**src/rtl/pu_ex_muldiv_pkg.sv**
```systemverilog
`default_nettype none
// ============================================================================
// Module  : pu_ex_muldiv_pkg
// Purpose : Shared widths, op codes and FSM state codes for the EX-stage
//           multiply/divide unit (pu_ex_muldiv) and its datapath step.
// Revision: 1.0 - initial release
// ============================================================================
package pu_ex_muldiv_pkg;

    localparam int WORD_DATA_W = 32;
    localparam int PU_PID_NUM  = 4;
    localparam int PU_PID_W    = 2;
    localparam int PU_MD_OP_W  = 2;

    typedef enum logic [PU_MD_OP_W-1:0] {
        PU_MD_OP_MULT  = 2'd0,
        PU_MD_OP_MULTU = 2'd1,
        PU_MD_OP_DIV   = 2'd2,
        PU_MD_OP_DIVU  = 2'd3
    } pu_md_op_e;

    typedef enum logic [1:0] {
        PU_MD_ST_IDLE = 2'd0,
        PU_MD_ST_ITER = 2'd1,
        PU_MD_ST_FIX  = 2'd2,
        PU_MD_ST_DONE = 2'd3
    } pu_md_st_e;

    // Magnitude of a word when it is to be treated as negative.
    function automatic logic [WORD_DATA_W-1:0] mag_word(input logic [WORD_DATA_W-1:0] v,
                                                        input logic                   neg);
        return neg ? (~v + 1'b1) : v;
    endfunction

endpackage
`default_nettype wire

```
**src/rtl/pu_ex_muldiv_step.sv**
```systemverilog
`default_nettype none
// ============================================================================
// Module  : pu_ex_muldiv_step
// Purpose : One iteration of the 64-bit {HI,LO} accumulator datapath.
//           Multiply: shift-add (multiplier in acc[31:0], partial product
//           grows into acc[63:32] while the multiplier shifts out).
//           Divide  : restoring step (remainder in acc[63:32], dividend
//           shifting out of acc[31:0] while quotient bits shift in).
// Ports   : i_is_div - selects divide step; i_acc - accumulator in;
//           i_opnd   - multiplicand / divisor magnitude; o_acc - accumulator out
// Revision: 1.0 - initial release
// ============================================================================
module pu_ex_muldiv_step
    import pu_ex_muldiv_pkg::*;
(
    input  logic                     i_is_div,
    input  logic [2*WORD_DATA_W-1:0] i_acc,
    input  logic [WORD_DATA_W-1:0]   i_opnd,
    output logic [2*WORD_DATA_W-1:0] o_acc
);

    logic [WORD_DATA_W:0]   w_sum;      // partial product plus carry
    logic [WORD_DATA_W:0]   w_rem_sh;   // remainder shifted left with next dividend bit
    logic                   w_ge;
    logic [WORD_DATA_W-1:0] w_sub;

    always_comb begin
        w_sum    = {1'b0, i_acc[2*WORD_DATA_W-1:WORD_DATA_W]}
                 + (i_acc[0] ? {1'b0, i_opnd} : {(WORD_DATA_W+1){1'b0}});
        w_rem_sh = i_acc[2*WORD_DATA_W-1:WORD_DATA_W-1];
        w_ge     = (w_rem_sh >= {1'b0, i_opnd});
        // When w_ge holds the true difference is below the divisor, so the
        // low 32 bits of the modular subtraction are exact.
        w_sub    = w_rem_sh[WORD_DATA_W-1:0] - i_opnd;
        if (i_is_div) begin
            o_acc = w_ge ? {w_sub, i_acc[WORD_DATA_W-2:0], 1'b1}
                         : {w_rem_sh[WORD_DATA_W-1:0], i_acc[WORD_DATA_W-2:0], 1'b0};
        end else begin
            o_acc = {w_sum, i_acc[WORD_DATA_W-1:1]};
        end
    end

endmodule
`default_nettype wire

```
**src/rtl/pu_ex_muldiv.sv**
```systemverilog
`default_nettype none
// ============================================================================
// Module  : pu_ex_muldiv
// Purpose : Multi-cycle MULT/MULTU/DIV/DIVU unit; sole writer of the per-PID
//           HI/LO register file. One op in flight, tagged with a PID.
//           IDLE -> ITER (32 cycles) -> FIX (sign fix-up) -> DONE (write).
// Ports   : clk, rst (sync, active-high); req_valid/req_ready/req_op/req_pid/
//           req_a/req_b request; kill/kill_pid flush; busy/busy_pid status;
//           wr_pid, hi_wr_en/hi_wr_data, lo_wr_en/lo_wr_data write port.
// Config  : PU_MULDIV_FAST_MUL_EN - MULT/MULTU use one registered 32x32
//           multiply cycle instead of 32 shift-add cycles.
// Revision: 1.0 - initial release
// ============================================================================
module pu_ex_muldiv
    import pu_ex_muldiv_pkg::*;
(
    input  logic                   clk,
    input  logic                   rst,
    input  logic                   req_valid,
    output logic                   req_ready,
    input  logic [PU_MD_OP_W-1:0]  req_op,
    input  logic [PU_PID_W-1:0]    req_pid,
    input  logic [WORD_DATA_W-1:0] req_a,
    input  logic [WORD_DATA_W-1:0] req_b,
    input  logic                   kill,
    input  logic [PU_PID_W-1:0]    kill_pid,
    output logic                   busy,
    output logic [PU_PID_W-1:0]    busy_pid,
    output logic [PU_PID_W-1:0]    wr_pid,
    output logic                   hi_wr_en,
    output logic [WORD_DATA_W-1:0] hi_wr_data,
    output logic                   lo_wr_en,
    output logic [WORD_DATA_W-1:0] lo_wr_data
);

    pu_md_st_e                state_q,  state_d;
    logic [4:0]               cnt_q,    cnt_d;
    logic                     is_div_q, is_div_d;
    logic [PU_PID_W-1:0]      pid_q,    pid_d;
    logic [PU_PID_W-1:0]      wr_pid_q, wr_pid_d;
    logic                     sign_a_q, sign_a_d;
    logic                     sign_b_q, sign_b_d;
    logic [WORD_DATA_W-1:0]   opnd_q,   opnd_d;     // |a| for multiply, |b| for divide
    logic [2*WORD_DATA_W-1:0] acc_q,    acc_d;
    logic [WORD_DATA_W-1:0]   hi_q,     hi_d;
    logic [WORD_DATA_W-1:0]   lo_q,     lo_d;

    pu_md_op_e                w_op;
    logic                     w_req_signed;
    logic                     w_req_div;
    logic                     w_sa;
    logic                     w_sb;
    logic [WORD_DATA_W-1:0]   w_mag_a;
    logic [WORD_DATA_W-1:0]   w_mag_b;
    logic                     w_kill_hit;
    logic                     w_wr_en;
    logic                     w_neg_res;
    logic [2*WORD_DATA_W-1:0] w_prod;
    logic [2*WORD_DATA_W-1:0] w_step_acc;

    pu_ex_muldiv_step u_step (
        .i_is_div (is_div_q),
        .i_acc    (acc_q),
        .i_opnd   (opnd_q),
        .o_acc    (w_step_acc)
    );

    always_comb begin
        state_d  = state_q;
        cnt_d    = cnt_q;
        is_div_d = is_div_q;
        pid_d    = pid_q;
        wr_pid_d = wr_pid_q;
        sign_a_d = sign_a_q;
        sign_b_d = sign_b_q;
        opnd_d   = opnd_q;
        acc_d    = acc_q;
        hi_d     = hi_q;
        lo_d     = lo_q;

        w_op         = pu_md_op_e'(req_op);
        w_req_signed = (w_op == PU_MD_OP_MULT) || (w_op == PU_MD_OP_DIV);
        w_req_div    = (w_op == PU_MD_OP_DIV)  || (w_op == PU_MD_OP_DIVU);
        w_sa         = w_req_signed & req_a[WORD_DATA_W-1];
        w_sb         = w_req_signed & req_b[WORD_DATA_W-1];
        w_mag_a      = mag_word(req_a, w_sa);
        w_mag_b      = mag_word(req_b, w_sb);
        w_kill_hit   = kill && (kill_pid == pid_q) && (state_q != PU_MD_ST_IDLE);
        w_neg_res    = sign_a_q ^ sign_b_q;
        w_prod       = w_neg_res ? (~acc_q + 1'b1) : acc_q;

        case (state_q)
            PU_MD_ST_IDLE: begin
                // A kill aimed at the requesting PID consumes the request.
                if (req_valid && !(kill && (kill_pid == req_pid))) begin
                    state_d  = PU_MD_ST_ITER;
                    cnt_d    = 5'd0;
                    is_div_d = w_req_div;
                    pid_d    = req_pid;
                    sign_a_d = w_sa;
                    sign_b_d = w_sb;
                    opnd_d   = w_req_div ? w_mag_b : w_mag_a;
                    acc_d    = {{WORD_DATA_W{1'b0}}, (w_req_div ? w_mag_a : w_mag_b)};
                end
            end
            PU_MD_ST_ITER: begin
`ifdef PU_MULDIV_FAST_MUL_EN
                if (!is_div_q) begin
                    acc_d   = {{WORD_DATA_W{1'b0}}, opnd_q} * {{WORD_DATA_W{1'b0}}, acc_q[WORD_DATA_W-1:0]};
                    state_d = PU_MD_ST_FIX;
                end else begin
                    acc_d = w_step_acc;
                    cnt_d = cnt_q + 5'd1;
                    if (cnt_q == 5'd31) state_d = PU_MD_ST_FIX;
                end
`else
                acc_d = w_step_acc;
                cnt_d = cnt_q + 5'd1;
                if (cnt_q == 5'd31) state_d = PU_MD_ST_FIX;
`endif
            end
            PU_MD_ST_FIX: begin
                wr_pid_d = pid_q;
                state_d  = PU_MD_ST_DONE;
                if (is_div_q) begin
                    // A zero divisor leaves remainder = |a|, so the dividend-sign
                    // fix below already yields HI = a; only LO needs forcing.
                    if (opnd_q == '0)   lo_d = '1;
                    else if (w_neg_res) lo_d = ~acc_q[WORD_DATA_W-1:0] + 1'b1;
                    else                lo_d = acc_q[WORD_DATA_W-1:0];
                    hi_d = mag_word(acc_q[2*WORD_DATA_W-1:WORD_DATA_W], sign_a_q);
                end else begin
                    hi_d = w_prod[2*WORD_DATA_W-1:WORD_DATA_W];
                    lo_d = w_prod[WORD_DATA_W-1:0];
                end
            end
            PU_MD_ST_DONE: begin
                state_d = PU_MD_ST_IDLE;
            end
            default: begin
                state_d = PU_MD_ST_IDLE;
            end
        endcase

        // A flushed op must leave the write port untouched.
        if (w_kill_hit) begin
            state_d  = PU_MD_ST_IDLE;
            wr_pid_d = wr_pid_q;
            hi_d     = hi_q;
            lo_d     = lo_q;
        end

        w_wr_en = (state_q == PU_MD_ST_DONE) && !w_kill_hit;
    end

    always_ff @(posedge clk) begin
        if (rst) begin
            state_q  <= PU_MD_ST_IDLE;
            cnt_q    <= '0;
            is_div_q <= 1'b0;
            pid_q    <= '0;
            wr_pid_q <= '0;
            sign_a_q <= 1'b0;
            sign_b_q <= 1'b0;
            opnd_q   <= '0;
            acc_q    <= '0;
            hi_q     <= '0;
            lo_q     <= '0;
        end else begin
            state_q  <= state_d;
            cnt_q    <= cnt_d;
            is_div_q <= is_div_d;
            pid_q    <= pid_d;
            wr_pid_q <= wr_pid_d;
            sign_a_q <= sign_a_d;
            sign_b_q <= sign_b_d;
            opnd_q   <= opnd_d;
            acc_q    <= acc_d;
            hi_q     <= hi_d;
            lo_q     <= lo_d;
        end
    end

    assign req_ready  = (state_q == PU_MD_ST_IDLE);
    assign busy       = (state_q != PU_MD_ST_IDLE);
    assign busy_pid   = pid_q;
    assign wr_pid     = wr_pid_q;
    assign hi_wr_en   = w_wr_en;
    assign lo_wr_en   = w_wr_en;
    assign hi_wr_data = hi_q;
    assign lo_wr_data = lo_q;

endmodule
`default_nettype wire

```
**config.mk**
```make
export PLATFORM = sky130hd
export DESIGN_NAME = pu_ex_muldiv
export DESIGN_NICKNAME = d
export VERILOG_FILES = /design/src/rtl/pu_ex_muldiv_pkg.sv /design/src/rtl/pu_ex_muldiv_step.sv /design/src/rtl/pu_ex_muldiv.sv
export SDC_FILE = /design/constraint.sdc
export NUM_CORES = 1
export LEC_CHECK = 0
export ABC_AREA = 1
export CAP_MARGIN = 20
export CORE_ASPECT_RATIO = 0.5
export CORE_MARGIN = 3
export CORE_UTILIZATION = 35
export CTS_BUF_LIST = sky130_fd_sc_hd__clkbuf_4 sky130_fd_sc_hd__clkbuf_8 sky130_fd_sc_hd__clkbuf_16
export DETAILED_ROUTE_END_ITERATION = 8
export HOLD_SLACK_MARGIN = 0.1
export PLACE_DENSITY_LB_ADDON = 0.3
export SLEW_MARGIN = 20
export SYNTH_ARGS = -nofsm -noshare
export SYNTH_HDL_FRONTEND = slang
export SYNTH_SLANG_ARGS = --single-unit
```
**constraint.sdc**
```tcl
create_clock -name clk -period 2.7 [get_ports clk]
set_input_delay 0.54 -clock clk [delete_from_list [all_inputs] [get_ports clk]]
set_output_delay 0.54 -clock clk [all_outputs]
set_load 0.01 [all_outputs]
```
==> Implementation_results.wiki <==
{| class="wikitable"
! Metric !! Value
|-
| Result of the run || finished clean
|-
| CTS sink count || 174
|-
| TritonCTS clock tree || built
|-
| Clock share of power || 0.124
|-
| Proportion of total power due to net switching || 0.5362
|-
| Via count of the first global-routing pass || 21262
|-
| Total via count after detailed routing || 23128
|-
| Highest fanout seen on the critical path || 10
|-
| Async SR Flop Fraction || 0
|-
| Standard-cell row count || 58
|-
| Final Max Tran Viols || 0
|-
| Utilization of the core after routing || 0.4712
|-
| Count of warnings emitted by yosys || 0
|-
| Number of placed instances, taps included || 4345
|-
| Die span in x || 329.1 um
|-
| Synthesized-area fraction occupied by and/or/nand/nor cells || 0.4141
|-
| Fraction of the yosys area taken by sequential cells || 0.1907
|-
| Total negative slack for setup checks || 0 ns
|-
| Avg Cell Area, Syn || 5.570 um^2
|-
| Cell count after synthesis || 3279
|-
| Weighted congestion reported at the end of routability-driven placement || 1.065
|-
| Number of synthesized register bits || 174
|-
| Total number of nets in the final design || 3827
|-
| Average wire per cell in the routed design || 19.96 um
|-
| Synth Cell Area || 18270 um^2
|-
| Clock latency at the later pin of the worst-skew pair || 0.48 ns
|-
| Area share of xor/xnor cells in the synthesized design || 0.04316
|-
| Buffer cell driving the clock tree root || sky130_fd_sc_hd__clkbuf_16
|-
| Timing-limited maximum frequency || 371.6 MHz
|-
| Aggregate routed wire length || 87.43 mm
|-
| Power consumption || 22.44 mW
|-
| List of most frequent post-synthesis cells || 934 x sky130_fd_sc_hd__nand2_1, 467 x sky130_fd_sc_hd__inv_1, 372 x sky130_fd_sc_hd__nor2_1
|-
| Crit start category || flip-flop
|-
| Final critical-path required period || 2.691 ns
|-
| Final hold viol count || 0
|-
| Setup violators final || 0
|-
| Layout overhead on the synthesized area || 31.25%
|-
| Startpoint-to-endpoint class of the critical path || flip-flop to flip-flop
|-
| Pleak || 12.08 nW
|-
| Number of antenna violations at the first check in global routing || 0
|-
| Number of clock buffers inserted by TritonCTS || 17
|-
| Number of hold-repair buffers added at the cts stage || 0
|-
| Post-synth EDFFs || 0
|-
| Detailed placement HPWL || 71.92 mm
|-
| Max incr delay on CP || 0.42 ns
|-
| Die outline height || 167.5 um
|-
| Sequential cell fraction of total power || 0.175
|-
| Net switching power || 12.03 mW
|-
| Mux share of post-synthesis cell area || 0
|-
| Cell types occupying the most area after synthesis || sky130_fd_sc_hd__nand2_1 19%, sky130_fd_sc_hd__dfxtp_1 19%, sky130_fd_sc_hd__inv_1 9.6%
|-
| Count of buffers from port buffering || 145
|-
| Leading cell type by number of instances after synthesis || sky130_fd_sc_hd__nand2_1
|-
| RSZ-0062 raised after global routing || yes
|-
| Worst clock skew || 0.02024 ns
|-
| Worst voltage drop across the vdd grid || 0.0007179 V
|-
| Ports || 146
|-
| Primary flip-flop cell chosen by synthesis mapping || sky130_fd_sc_hd__dfxtp_1
|-
| Proportion of power drawn by combinational gates || 0.701
|-
| Area leader, netlist || sky130_fd_sc_hd__nand2_1
|-
| Worst hold-check slack || 0.4777 ns
|-
| Fraction of post-synthesis cell area in the top cell type by area || 0.1919
|-
| Antenna Violating Nets Remaining || 0
|-
| First-pass GRT wire length || 130.5 mm
|-
| Area of the placeable core || 50870 um^2
|-
| Number of vias per cell after detailed routing || 5.279
|-
| Share of post-route cells with drive strength above 1 || 0.1577
|-
| Fillers || 5483
|-
| Areal power density over the cells || 936.2 nW/um^2
|-
| Largest net degree at the start of global routing || 103
|-
| Largest family of logic cells by synthesized area || simple AND/OR/NAND/NOR gates
|-
| Count of unique library cells instantiated by Yosys || 57
|-
| Final cell count without fillers || 4381
|-
| Sum of overflow across all layers after global routing || 0
|-
| Max stage delay cell, worst path || sky130_fd_sc_hd__dfxtp_1
|-
| Critical path capture point type || flip-flop
|-
| Ratio of final minimum period to clock period || 0.9968
|-
| Clock Path Buffers || 2
|-
| Overall Global Routing Usage || 0.3106
|-
| Synth Area in Compound Gates || 0.1695
|-
| Register-to-register setup slack || 0.009 ns
|-
| Post-detailed-route DRC marker count || 0
|-
| Worst Tran Pin Value || 0.6487 ns
|-
| Required time reported for the critical path endpoint || 3.09 ns
|-
| Count of max-cap constraint violations || 0
|-
| Clock-pin slew on the worst setup and hold paths || 0.08 ns
|-
| H-tree Lvls || 4
|-
| Arrival @ worst endpoint || 3.08 ns
|-
| Adder and majority gate portion of the synthesized area || 0.05288
|-
| Initial Util || 0.3590
|-
| Type of the tightest min-delay check || flip-flop to flip-flop
|-
| Die Outline Area || 55130 um^2
|-
| Syn Nets || 3429
|-
| DR pass1 iterations || 6
|-
| Internal cell power || 10.41 mW
|-
| Number of design-rule violations left by the first detailed-router iteration || 2796
|-
| Relative max-transition margin || 0.5629
|-
| Cells traversed along the worst timing path || inv_1, ha_2, nand2_1, nor2_4, nand3_1, nor2_1, nand2_1, nand2_2, nor2_8, nand2_8, buf_12, nand3_1, nand3_1, nand2_1, a21oi_2
|}
[critical path: cells and delay by family (launching register included)]
family,cells,cell delay [ns]
flops,1,0.42
simple gates,11,1.30
buf+inv,2,0.28
compound gates,1,0.19
fa+ha+maj,1,0.41
[final timing paths]
| path | end | start | depth (start not counted) |
|---|---|---|---|
| worst max-delay path | acc_q[34]$_SDFFE_PP0P_ | opnd_q[25]$_SDFFE_PP0P_ | 15 |
| worst min-delay path | cnt_q[4]$_SDFFE_PP0P_ | cnt_q[4]$_SDFFE_PP0P_ | 2 |
| worst max register to register | acc_q[34]$_SDFFE_PP0P_ | opnd_q[25]$_SDFFE_PP0P_ | 15 |
| worst min register to register | cnt_q[4]$_SDFFE_PP0P_ | cnt_q[4]$_SDFFE_PP0P_ | 2 |
[timing repair]
item,CTS,global route
endpoints found under the hold margin,0,0
setup endpoints to repair,6,35
gates resized for setup,12,104
gates cloned,0,0
buffers inserted,0,3
pin swaps,0,3
[routing by layer]
layer,track usage,part of all wire,up-vias
met5,0,0,-
met4,0.07563,0.024,0
met3,0.1161,0.13,126
met2,0.4359,0.39,1065
met1,0.4433,0.46,10614
li1,-,-,11323
[through the flow]
stage	cell area, um^2	worst slack [ns]
4_1_cts	23550	0.01922
3_3_place_gp	22880	-0.2300
5_1_grt	23970	-0.04825
6_report	23970	0.008728
2_1_floorplan	18270	0.1934
3_5_place_dp	22880	-0.2237
[cell families (layout without fill, tap and decap cells)]
group / after synthesis / in the layout
adders and majority gates: 76 / 76
buffers and inverters: 607 / 1018
DFF: 174 / 174
and+or+nand+nor: 1769 / 1769
AOI/OAI and AO/OA: 563 / 563
other: 0 / 1
xor gates and xnor gates: 90 / 90
[cell type report]
cell class / count / area (um^2) / share of cell area
antenna: 1 / 2.502 / 0.0001044
clock buffer: 17 / 425.4 / 0.01775
clock inverter: 15 / 215.2 / 0.008977
inverter: 484 / 1823 / 0.07604
multi-input combinational: 2498 / 12810 / 0.5343
sequential: 174 / 3511 / 0.1465
tap: 690 / 863.3 / 0.03601
timing repair buffer: 502 / 4323 / 0.1803
[sequential cells by signal, indices dropped and copies added (netlist names)]
signal      cells
wr_pid          2
is_div_q        1
hi_wr_data     32
sign_a_q        1
lo_wr_data     32
acc_q          64
sign_b_q        1
state_q         2
busy_pid        2
cnt_q           5
opnd_q         32
[power by group through the flow]
stage	clock (mW)	combinational, mW	sequential [mW]
6_report	2.79	15.7	3.92
5_1_grt	2.91	17.2	3.99
4_1_cts	2.80	15.2	3.88
3_5_place_dp	0	15.1	3.93
3_3_place_gp	0	15.0	3.93
2_1_floorplan	0	8.80	3.88
[layout by cell type (no fill, tap or decap), types with 27 or more instances in the layout]
cell type and count:
sky130_fd_sc_hd__nor2_1 351, sky130_fd_sc_hd__o211ai_1 27, sky130_fd_sc_hd__nand3_1 269, sky130_fd_sc_hd__clkdlybuf4s50_1 142, sky130_fd_sc_hd__xor2_1 79, sky130_fd_sc_hd__nand4_1 53, sky130_fd_sc_hd__o21ai_0 220, sky130_fd_sc_hd__nor2_2 35
sky130_fd_sc_hd__a21oi_1 200, sky130_fd_sc_hd__inv_1 461, sky130_fd_sc_hd__ha_1 56, sky130_fd_sc_hd__nand2_1 923, sky130_fd_sc_hd__nor3_1 37, sky130_fd_sc_hd__buf_4 341, sky130_fd_sc_hd__dfxtp_1 162
(Power assumes the default switching activity.)
